--- config.mk ---
export PLATFORM = sky130hd
export DESIGN_NAME = alu_cmd_sequencer
export DESIGN_NICKNAME = d
export VERILOG_FILES = /design/src/rtl/alu_seq_pkg.sv /design/src/rtl/alu_seq_fifo.sv /design/src/rtl/alu_cmd_sequencer.sv
export SDC_FILE = /design/constraint.sdc
export NUM_CORES = 1
export LEC_CHECK = 0
export CAP_MARGIN = 10
export CORE_MARGIN = 5
export CORE_UTILIZATION = 40
export CTS_BUF_LIST = sky130_fd_sc_hd__clkbuf_8
export DETAILED_ROUTE_END_ITERATION = 8
export SLEW_MARGIN = 20
export SYNTH_ARGS = -nofsm -noshare
export SYNTH_HDL_FRONTEND = slang
export SYNTH_HIERARCHICAL = 1
export SYNTH_SLANG_ARGS = --single-unit
--- constraint.sdc ---
create_clock -name clk -period 4.8 [get_ports clk]
set_input_delay 0.96 -clock clk [delete_from_list [all_inputs] [get_ports clk]]
set_output_delay 0.96 -clock clk [all_outputs]
set_load 0.005 [all_outputs]
--- src/rtl/alu_seq_pkg.sv ---
`default_nettype none
// ============================================================================
//  Module   : alu_seq_pkg
//  Purpose  : Shared types and widths for the ALU command sequencer.
//             Holds the opcode and FSM state enums, the command record
//             stored in the FIFO, and the datapath width constants.
//  Ports    : none (package)
//  Revision : 1.0  initial release
// ============================================================================
package alu_seq_pkg;

    localparam int DATA_W = 8;
    localparam int RES_W  = 16;
    localparam int OP_W   = 3;
    localparam int TAG_W  = 8;

    typedef enum logic [OP_W-1:0] {
        NOP = 3'd0,
        ADD = 3'd1,
        AND = 3'd4,
        WR  = 3'd5,
        RD  = 3'd6
    } alu_op_e;

    typedef enum logic [2:0] {
        IDLE  = 3'd0,
        ISSUE = 3'd1,
        ARM   = 3'd2,
        WAIT  = 3'd3,
        RESP  = 3'd4
    } seq_state_e;

    // One queued command as stored in the FIFO.
    typedef struct packed {
        logic [OP_W-1:0]   op;
        logic [DATA_W-1:0] a;
        logic [DATA_W-1:0] b;
    } cmd_t;

endpackage : alu_seq_pkg
`default_nettype wire

--- src/rtl/alu_seq_fifo.sv ---
`default_nettype none
// ============================================================================
//  Module   : alu_seq_fifo
//  Purpose  : Single-clock synchronous FIFO. Pointers wrap modulo DEPTH
//             (power of two); occupancy uses one extra bit so full and
//             empty are never ambiguous. Head data is read combinationally.
//  Ports    : clk, reset_n (async, active-low)
//             push_i/data_i  - write side (ignored when full)
//             pop_i/data_o   - read side (ignored when empty)
//             full_o/empty_o - registered-occupancy status
//  Revision : 1.0  initial release
// ============================================================================
module alu_seq_fifo #(
    parameter int WIDTH = 8,
    parameter int DEPTH = 4
) (
    input  logic             clk,
    input  logic             reset_n,
    input  logic             push_i,
    input  logic [WIDTH-1:0] data_i,
    input  logic             pop_i,
    output logic [WIDTH-1:0] data_o,
    output logic             full_o,
    output logic             empty_o
);

    localparam int AW = (DEPTH > 1) ? $clog2(DEPTH) : 1;

    logic [AW-1:0]    wr_ptr_q, wr_ptr_d;
    logic [AW-1:0]    rd_ptr_q, rd_ptr_d;
    logic [AW:0]      count_q,  count_d;
    logic [WIDTH-1:0] mem_q [DEPTH];

    logic push_ok;
    logic pop_ok;

    assign full_o  = (count_q == (AW+1)'(DEPTH));
    assign empty_o = (count_q == '0);
    assign push_ok = push_i && !full_o;
    assign pop_ok  = pop_i  && !empty_o;
    assign data_o  = mem_q[rd_ptr_q];

    always_comb begin
        wr_ptr_d = wr_ptr_q;
        rd_ptr_d = rd_ptr_q;
        count_d  = count_q;
        // DEPTH is a power of two, so natural pointer overflow is the wrap.
        if (push_ok) wr_ptr_d = wr_ptr_q + AW'(1);
        if (pop_ok)  rd_ptr_d = rd_ptr_q + AW'(1);
        case ({push_ok, pop_ok})
            2'b10:   count_d = count_q + (AW+1)'(1);
            2'b01:   count_d = count_q - (AW+1)'(1);
            default: count_d = count_q;
        endcase
    end

    always_ff @(posedge clk or negedge reset_n) begin
        if (!reset_n) begin
            wr_ptr_q <= '0;
            rd_ptr_q <= '0;
            count_q  <= '0;
        end else begin
            wr_ptr_q <= wr_ptr_d;
            rd_ptr_q <= rd_ptr_d;
            count_q  <= count_d;
        end
    end

    // Storage needs no reset: occupancy alone decides what is valid.
    always_ff @(posedge clk) begin
        if (push_ok) mem_q[wr_ptr_q] <= data_i;
    end

endmodule : alu_seq_fifo
`default_nettype wire

--- src/rtl/alu_cmd_sequencer.sv ---
`default_nettype none
// ============================================================================
//  Module   : alu_cmd_sequencer
//  Purpose  : Queues ALU commands, issues them one at a time with a start
//             pulse, waits for completion and presents a tagged response.
//             FSM: IDLE -> ISSUE -> ARM -> WAIT -> RESP -> IDLE.
//  Ports    : clk, reset_n (async, active-low)
//             cmd_valid/cmd_ready/cmd_a/cmd_b/cmd_op      - command input
//             alu_a/alu_b/alu_op/alu_start/alu_done/alu_result - ALU side
//             rsp_valid/rsp_ready/rsp_result/rsp_op/rsp_tag/rsp_error
//  Config   : ALU_CMD_SEQUENCER_TIMEOUT_EN - abort WAIT after TIMEOUT cycles
//             with rsp_error=1; undefined: WAIT is unbounded, rsp_error=0.
//  Revision : 1.0  initial release
// ============================================================================
module alu_cmd_sequencer
    import alu_seq_pkg::*;
#(
    parameter int FIFO_DEPTH = 4,
    parameter int TIMEOUT    = 15
) (
    input  logic              clk,
    input  logic              reset_n,
    input  logic              cmd_valid,
    output logic              cmd_ready,
    input  logic [DATA_W-1:0] cmd_a,
    input  logic [DATA_W-1:0] cmd_b,
    input  logic [OP_W-1:0]   cmd_op,
    output logic [DATA_W-1:0] alu_a,
    output logic [DATA_W-1:0] alu_b,
    output logic [OP_W-1:0]   alu_op,
    output logic              alu_start,
    input  logic              alu_done,
    input  logic [RES_W-1:0]  alu_result,
    output logic              rsp_valid,
    input  logic              rsp_ready,
    output logic [RES_W-1:0]  rsp_result,
    output logic [OP_W-1:0]   rsp_op,
    output logic [TAG_W-1:0]  rsp_tag,
    output logic              rsp_error
);

    seq_state_e        state_q, state_d;
    logic [DATA_W-1:0] alu_a_q, alu_a_d;
    logic [DATA_W-1:0] alu_b_q, alu_b_d;
    logic [OP_W-1:0]   alu_op_q, alu_op_d;
    logic [TAG_W-1:0]  tag_q, tag_d;
    logic [TAG_W-1:0]  issue_tag_q, issue_tag_d;
    logic [RES_W-1:0]  rsp_result_q, rsp_result_d;
    logic [OP_W-1:0]   rsp_op_q, rsp_op_d;
    logic [TAG_W-1:0]  rsp_tag_q, rsp_tag_d;
    logic              ready_en_q;

    logic fifo_push;
    logic fifo_pop;
    logic fifo_full;
    logic fifo_empty;
    cmd_t fifo_in;
    cmd_t fifo_head;

`ifdef ALU_CMD_SEQUENCER_TIMEOUT_EN
    localparam int TMR_W = (TIMEOUT > 1) ? $clog2(TIMEOUT + 1) : 1;
    logic [TMR_W-1:0] timer_q, timer_d;
    logic             rsp_error_q, rsp_error_d;
`else
    logic unused_timeout_cfg;
    assign unused_timeout_cfg = (TIMEOUT == 0);
`endif

    // ready_en_q holds cmd_ready low throughout reset and for the first
    // clock after release, keeping cmd_ready a function of registers only.
    assign cmd_ready = ready_en_q && !fifo_full;
    assign fifo_push = cmd_valid && cmd_ready;
    assign fifo_in   = '{op: cmd_op, a: cmd_a, b: cmd_b};

    alu_seq_fifo #(
        .WIDTH ($bits(cmd_t)),
        .DEPTH (FIFO_DEPTH)
    ) u_fifo (
        .clk     (clk),
        .reset_n (reset_n),
        .push_i  (fifo_push),
        .data_i  (fifo_in),
        .pop_i   (fifo_pop),
        .data_o  (fifo_head),
        .full_o  (fifo_full),
        .empty_o (fifo_empty)
    );

    always_comb begin
        state_d      = state_q;
        fifo_pop     = 1'b0;
        alu_a_d      = alu_a_q;
        alu_b_d      = alu_b_q;
        alu_op_d     = alu_op_q;
        tag_d        = tag_q;
        issue_tag_d  = issue_tag_q;
        rsp_result_d = rsp_result_q;
        rsp_op_d     = rsp_op_q;
        rsp_tag_d    = rsp_tag_q;
`ifdef ALU_CMD_SEQUENCER_TIMEOUT_EN
        timer_d      = timer_q;
        rsp_error_d  = rsp_error_q;
`endif
        case (state_q)
            IDLE: begin
                if (!fifo_empty && alu_done) begin
                    state_d     = ISSUE;
                    fifo_pop    = 1'b1;
                    alu_a_d     = fifo_head.a;
                    alu_b_d     = fifo_head.b;
                    alu_op_d    = fifo_head.op;
                    // The issued command keeps the current tag; the counter
                    // moves on for the next one and wraps naturally at 255.
                    issue_tag_d = tag_q;
                    tag_d       = tag_q + TAG_W'(1);
                end
            end
            ISSUE: state_d = ARM;
            ARM: begin
                // alu_done may still show the previous idle level here.
                state_d = WAIT;
`ifdef ALU_CMD_SEQUENCER_TIMEOUT_EN
                timer_d = '0;
`endif
            end
            WAIT: begin
                if (alu_done) begin
                    state_d      = RESP;
                    rsp_result_d = alu_result;
                    rsp_op_d     = alu_op_q;
                    rsp_tag_d    = issue_tag_q;
`ifdef ALU_CMD_SEQUENCER_TIMEOUT_EN
                    rsp_error_d  = 1'b0;
                end else if (timer_q == TMR_W'(TIMEOUT - 1)) begin
                    state_d      = RESP;
                    rsp_result_d = '0;
                    rsp_op_d     = alu_op_q;
                    rsp_tag_d    = issue_tag_q;
                    rsp_error_d  = 1'b1;
                end else begin
                    timer_d = timer_q + TMR_W'(1);
`endif
                end
            end
            RESP: begin
                if (rsp_ready) state_d = IDLE;
            end
            default: state_d = IDLE;
        endcase
    end

    always_ff @(posedge clk or negedge reset_n) begin
        if (!reset_n) begin
            state_q      <= IDLE;
            alu_a_q      <= '0;
            alu_b_q      <= '0;
            alu_op_q     <= '0;
            tag_q        <= '0;
            issue_tag_q  <= '0;
            rsp_result_q <= '0;
            rsp_op_q     <= '0;
            rsp_tag_q    <= '0;
            ready_en_q   <= 1'b0;
        end else begin
            state_q      <= state_d;
            alu_a_q      <= alu_a_d;
            alu_b_q      <= alu_b_d;
            alu_op_q     <= alu_op_d;
            tag_q        <= tag_d;
            issue_tag_q  <= issue_tag_d;
            rsp_result_q <= rsp_result_d;
            rsp_op_q     <= rsp_op_d;
            rsp_tag_q    <= rsp_tag_d;
            ready_en_q   <= 1'b1;
        end
    end

`ifdef ALU_CMD_SEQUENCER_TIMEOUT_EN
    always_ff @(posedge clk or negedge reset_n) begin
        if (!reset_n) begin
            timer_q     <= '0;
            rsp_error_q <= 1'b0;
        end else begin
            timer_q     <= timer_d;
            rsp_error_q <= rsp_error_d;
        end
    end
    assign rsp_error = rsp_error_q;
`else
    assign rsp_error = 1'b0;
`endif

    assign alu_a      = alu_a_q;
    assign alu_b      = alu_b_q;
    assign alu_op     = alu_op_q;
    assign alu_start  = (state_q == ISSUE);
    assign rsp_valid  = (state_q == RESP);
    assign rsp_result = rsp_result_q;
    assign rsp_op     = rsp_op_q;
    assign rsp_tag    = rsp_tag_q;

endmodule : alu_cmd_sequencer
`default_nettype wire

# Word-level counts from Yosys, hierarchy flattened
# Memories as Yosys holds them, arrays and structs flattened. A register that Yosys moved wholly into a read port is not among the register bits.
# Cells that the tools add are included.
[totals]
ff_bits = 54
mem_bits_rw = 76
inputBits = 40
elab_cells = 49
mem_count = 1
[op_classes]
n_addsub = 5
n_eq_ne = 10
n_mux = 9
n_reduce_logical = 14
[memory_table]
columns = ["memory", "depth", "width", "rd", "rd_ports_with_merged_regs", "write_ports", "line_no", "source"]
rows = [
  ["u_fifo.mem_q", 4, 19, 1, 1, 1, "alu_seq_fifo.sv:32", "logic [WIDTH-1:0] mem_q [DEPTH];"],
]
[ops]
columns = ["cell", "count"]
rows = [
  ["$pmux 3 s5", 1],
  ["$mux 3", 3],
  ["$add 8x1->8 const B", 1],
  ["$eq 3x2->1 const B", 2],
  ["$eq 3x3->1 const B", 2],
  ["$logic_not 3->1", 2],
  ["$pmux 3 s2", 1],
  ["$logic_and 1x1->1", 5],
  ["$add 2x1->2 const B", 2],
  ["$mux 1", 4],
  ["$ne 2x2->1 const B", 2],
  ["$reduce_and 2->1", 2],
  ["$add 3x1->3 const B", 1],
  ["$eq 3x1->1 const B", 1],
  ["$logic_not 1->1", 3],
  ["$reduce_and 3->1", 1],
  ["$sub 3x1->3 const B", 1],
  ["$eq 2x1->1 const B", 1],
  ["$eq 2x2->1 const B", 1],
  ["$ne 2x1->1 const B", 1],
  ["$reduce_bool 2->1", 1],
]

# Depth between registers and ports, before layout
[logic_depth]
depth_word = 8
mapped_depth = 12
depth_no_buf = 11

# By module
# Netlist, hierarchy kept.
[modules_own_cells]
columns = ["mod", "instances", "cells_each", "area_each_um2", "seq_area_each_um2"]
rows = [
  ["alu_seq_fifo", 1, 136, 3185.6, 2457.4],
  ["alu_cmd_sequencer", 1, 167, 2737.6, 1651.6],
]

# Worst setup path before layout
# No wires, ideal clock.
[synth_path]
kind = "input to register"
from = "in alu_done"
to = "reg u_fifo.count_q[2]"
t_arrival_ps = 2963
path_slack_ps = 1758
cell_stages = 11
n_path_buf = 2
path_cell_list = "or4b_1 > buf_6 > nor2_8 > buf_12 > o31a_2 > ha_1 > inv_1 > fa_1 > xor2_1 > nor2_1 > xor2_1"
[synth_between]
elab_chain_len = 6
elab_cells_between_ends = 8
cone_classes = "eq/ne: 2; mux: 3; reduce/logical: 3"
[synth_rtl]
columns = ["item", "line_no", "source"]
rows = [
  ["start, declared", "alu_cmd_sequencer.sv:32", "input logic alu_done,"],
  ["$logic_and 1x1->1 (*)", "alu_cmd_sequencer.sv:106", "if (!fifo_empty && alu_done) begin"],
  ["$mux 1 (*)", "alu_cmd_sequencer.sv:106", ""],
  ["$mux 1 (*)", "alu_cmd_sequencer.sv:104", "case (state_q)"],
  ["named net fifo_pop", "alu_cmd_sequencer.sv:54", "logic fifo_pop;"],
  ["$logic_and 1x1->1 (*)", "alu_seq_fifo.sv:40", "assign pop_ok = pop_i && !empty_o;"],
  ["named net u_fifo.pop_ok", "alu_seq_fifo.sv:35", "logic pop_ok;"],
  ["$eq 2x1->1 or $eq 2x2->1 (tied branches)", "alu_seq_fifo.sv:50", "case ({push_ok, pop_ok})"],
  ["$pmux 3 s2 or $reduce_bool 2->1 (tied branches)", "-", ""],
  ["end signal, assigned", "alu_seq_fifo.sv:65", "count_q <= count_d;"],
  ["end, declared", "alu_seq_fifo.sv:31", "logic [AW:0] count_q, count_d;"],
]
# Mark *: on every way through the listed nets, which the timed path passes. The rest lies on a longest branch.
# A chain may end at the register's enable or synchronous reset.

# Worst setup path in the final report
[layout_path]
from = "in alu_done"
to = "reg u_fifo.count_q[2]"
[layout_between]
elab_chain_len = 6
elab_cells_between_ends = 8
cone_classes = "eq/ne: 2; mux: 3; reduce/logical: 3"
[layout_rtl]
columns = ["item", "line_no"]
rows = [
  ["$logic_and 1x1->1 (*)", "alu_cmd_sequencer.sv:106"],
  ["$mux 1 (*)", "alu_cmd_sequencer.sv:106"],
  ["$mux 1 (*)", "alu_cmd_sequencer.sv:104"],
  ["$logic_and 1x1->1 (*)", "alu_seq_fifo.sv:40"],
  ["named net u_fifo.pop_ok", "alu_seq_fifo.sv:35"],
  ["$eq 2x1->1 or $eq 2x2->1 (tied branches)", "alu_seq_fifo.sv:50"],
  ["$pmux 3 s2 or $reduce_bool 2->1 (tied branches)", "-"],
]
# Marked as above.

==> flow_summary.json <==
{
  "die_y_microns": 131.7,
  "status": "finished clean",
  "ys_seq_elements": 149,
  "numCtsBuffers": 17,
  "antenna_found_initial": 2,
  "clock_sinks": 149,
  "combPwrFrac_pct": 31.3,
  "rsz0062_at_grt": "no",
  "seqPwrFrac_pct": 44.7,
  "clock_skew_ps": 13.53,
  "synth-seq-area-share_pct": 69.37,
  "critical_path_buf_inv_count": 2,
  "avgRoutedWirePerCell_microns": 17.43,
  "syn_to_final_growth_pct": 24.52,
  "cts_tree": "done",
  "hold_viol": 0,
  "vias": 2879,
  "core_area_sq_um": 14530,
  "period_needed_ps": 3128,
  "end_kind": "flop",
  "cp_num_cells": 10,
  "r2r-end": "u_fifo/count_q[2]$_DFFE_PN0P_",
  "ios": 90,
  "fillers": 1216,
  "finalCritPeriodShare_pct": 65.16,
  "path_clk_slew_ps": 70,
  "r2r_start": "u_fifo/count_q[0]$_DFFE_PN0P_",
  "ant_nets": 0,
  "post_dp_cell_area_sq_um": 6923,
  "hold_path_class": "reg -> reg",
  "fmax_mhz": 319.7,
  "vdd_drop_max_mv": 0.3478,
  "ys.flop_type": "edfxtp_1",
  "dr.first_iter.drc_count": 160,
  "grt_remaining_overflow": 0,
  "dp_hpwl_microns": 6448,
  "yosys_warnings": 6,
  "fin_setup_tns_ps": 0,
  "grt_start_max_net_pins": 74,
  "tightest_slew_ps": 992.0,
  "power_density_nw_per_um2": 605.9,
  "crit_type": "in -> reg",
  "synth_edf_count": 76,
  "slew_viol_final": 0,
  "critPathTopFamily": "simple AND/OR/NAND/NOR gates",
  "drc_errors": 0,
  "multi_input_area_sq_um": 1649,
  "num_rows": 44,
  "start_kind": "primary input",
  "holdPathStages": 1,
  "die_area_sq_um": 17340,
  "worst_ep_arrival_time_ps": 3500,
  "r2r_slack_ps": 2110,
  "required_ps": 5170,
  "regArea_sq_um": 4109,
  "htree_levels": 4,
  "crit_path_cell_trace": "clkdlybuf4s50_1 > or4b_1 > nor2_8 > o31a_2 > ha_1 > inv_1 > fa_1 > xor2_1 > nor2_1 > xor2_1",
  "worstHoldEndpoint": "tag_q[7]$_DFFE_PN0P_",
  "syn_nets": 350,
  "cp_max_fo": 7,
  "worst-r2r-cell-count": 10,
  "post-cts-setup-buffers": 0,
  "fin_nets": 447,
  "cts_hold_buf": 0,
  "maxCapViolCount": 0,
  "antenna_cells": 0,
  "p_leak_uw": 0.002823,
  "syn_area_sq_um": 5923,
  "clk_latency_ps": 450,
  "port_buffers": 88,
  "p_int_uw": 3264,
  "setup_viol_count_final": 0,
  "first_pass_iters": 4,
  "totalWireLength_microns": 10410,
  "clock_path_buffers": 2,
  "via_per_inst": 4.822,
  "cp_slowest_cell": "or4b_1",
  "grtUsageTotal_pct": 12.71,
  "hp-start": "tag_q[7]$_DFFE_PN0P_",
  "clock-root-buffer": "clkbuf_8",
  "ctsResizeCount": 0,
  "synth_cell_types": 38,
  "grt_pass1_vias": 3162,
  "synth_cells": 303,
  "slew_headroom_pct": 33.87,
  "async_reset_ff_share_pct": 48.99,
  "final_cell_area_sq_um": 7376,
  "clock_power_share_pct": 23.9,
  "die-width_microns": 131.7,
  "switching_share_pct": 26.96,
  "p_switching_uw": 1205,
  "whs_ps": 494.3,
  "grt_pass1_wl_microns": 17010,
  "drive_gt1_share_pct": 25.42,
  "path_common_cell": "xor2_1",
  "initial_core_util_pct": 40.75,
  "max_stage_delay_ps": 670,
  "routabilityCongestion": 0.6820,
  "avgSynthCellArea_sq_um": 19.55
}
==> cells in the mapped netlist, types with 2 or more instances <==
cell type	instances	share of area [%]
and2_2	4	0.51
edfxtp_1	76	39
nor2_1	3	0.19
xor2_1	9	1.3
buf_2	6	0.51
nor3_1	4	0.34
xnor2_1	4	0.59
mux2_2	12	2.3
mux4_2	19	7.2
nand2_1	4	0.25
dfrtp_1	73	31
buf_6	3	0.57
nand3_1	2	0.17
nor4_2	2	0.42
ha_1	6	1.3
inv_1	9	0.57
buf_12	3	1.0
conb_1	2	0.13
mux2_4	29	7.4
mux2_1	15	2.9
==> power groups by stage <==
stage | clock (uW) | combinational, uW | sequential [uW]
finish | 1070 | 1400 | 2000
global placement | 0 | 1410 | 2020
floorplan | 0 | 893 | 1940
detailed placement | 0 | 1440 | 2030
CTS | 1100 | 1440 | 2010
global route | 1160 | 1530 | 2050
==> layer usage <==
layer	GRT usage [%]	vias up	wire, microns
met2	18.99	105	4741
met5	0	-	23
met4	4.457	4	133
li1	-	1320	-
met1	16.37	1436	4633
met3	5.963	14	875
==> how the worst max path moves through the flow <==
stage	from	end	slack (ps)
after global routing	alu_done	u_fifo/count_q[2]$_DFFE_PN0P_	1530
after global placement	alu_done	u_fifo/count_q[2]$_DFFE_PN0P_	1250
final	alu_done	u_fifo/count_q[2]$_DFFE_PN0P_	1670
after CTS	alu_done	u_fifo/count_q[2]$_DFFE_PN0P_	1680
after floorplan	alu_done	u_fifo/count_q[2]$_DFFE_PN0P_	1760
after detailed placement	alu_done	u_fifo/count_q[2]$_DFFE_PN0P_	1200
==> layout make-up <==
type / count / share of cell area, %
Tap cell: 184 / 3.121
Clock inverter: 12 / 2.409
Clock buffer: 20 / 3.732
Sequential cell: 149 / 55.71
Timing Repair Buffer: 91 / 12.21
Multi-Input combinational cell: 132 / 22.36
Inverter: 9 / 0.4580
==> layout by cell type, fill, tap and decap left out, drive strengths merged, types with 3 or more instances in the layout <==
master and n:
nand2 4, clkdlybuf4s50 87, nor3b 3, edfxtp 76, and2 5, mux2 56
ha 6, bufinv 4, xnor2 4, dfrtp 73, clkbuf 20, buf 4
nor3 4, inv 12, xor2 9, clkinv 3, mux4 19, nor2 4
==> worst register-to-register path, stage by stage (launching register included) <==
cell and delay, ps:
dfrtp_1 470, nor3_1 110, or4b_1 700, nor2_8 150
o31a_2 180, ha_1 180, inv_1 60, fa_1 370
xor2_1 150, nor2_1 110, xor2_1 140
==> registers in the layout (all words and copies together) (netlist names), 3 cells and up <==
register,cells
alu_op,3
alu_a,8
rsp_result,16
tag_q,8
rsp_tag,8
u_fifo/mem_q,76
u_fifo/count_q,3
issue_tag_q,8
alu_b,8
state_q,3
rsp_op,3
==> per-stage QoR <==
stage                     std cells  power, uW  utilization, %  setup WS [ps]
after CTS                       597       4551           50.75           1682
after floorplan                 303       2837               -           1758
final                           597       4469           50.75           1672
after detailed placement        565       3468           47.63           1197
after global placement          565       3434           47.63           1254
after global routing            597       4737           50.75           1528
==> kinds of logic after synthesis <==
kind of cell / count (synthesis) / share of synthesized area, %
muxes: 76 / 19.88
and+or+nand+nor: 30 / 3.845
xor gates and xnor gates: 13 / 1.922
DFF: 149 / 69.37
buffers and inverters: 22 / 2.788
AOI/OAI and AO/OA: 4 / 0.4646
adders and majority gates: 7 / 1.605
other: 2 / 0.1268
Power figures use the tool's default switching activity.
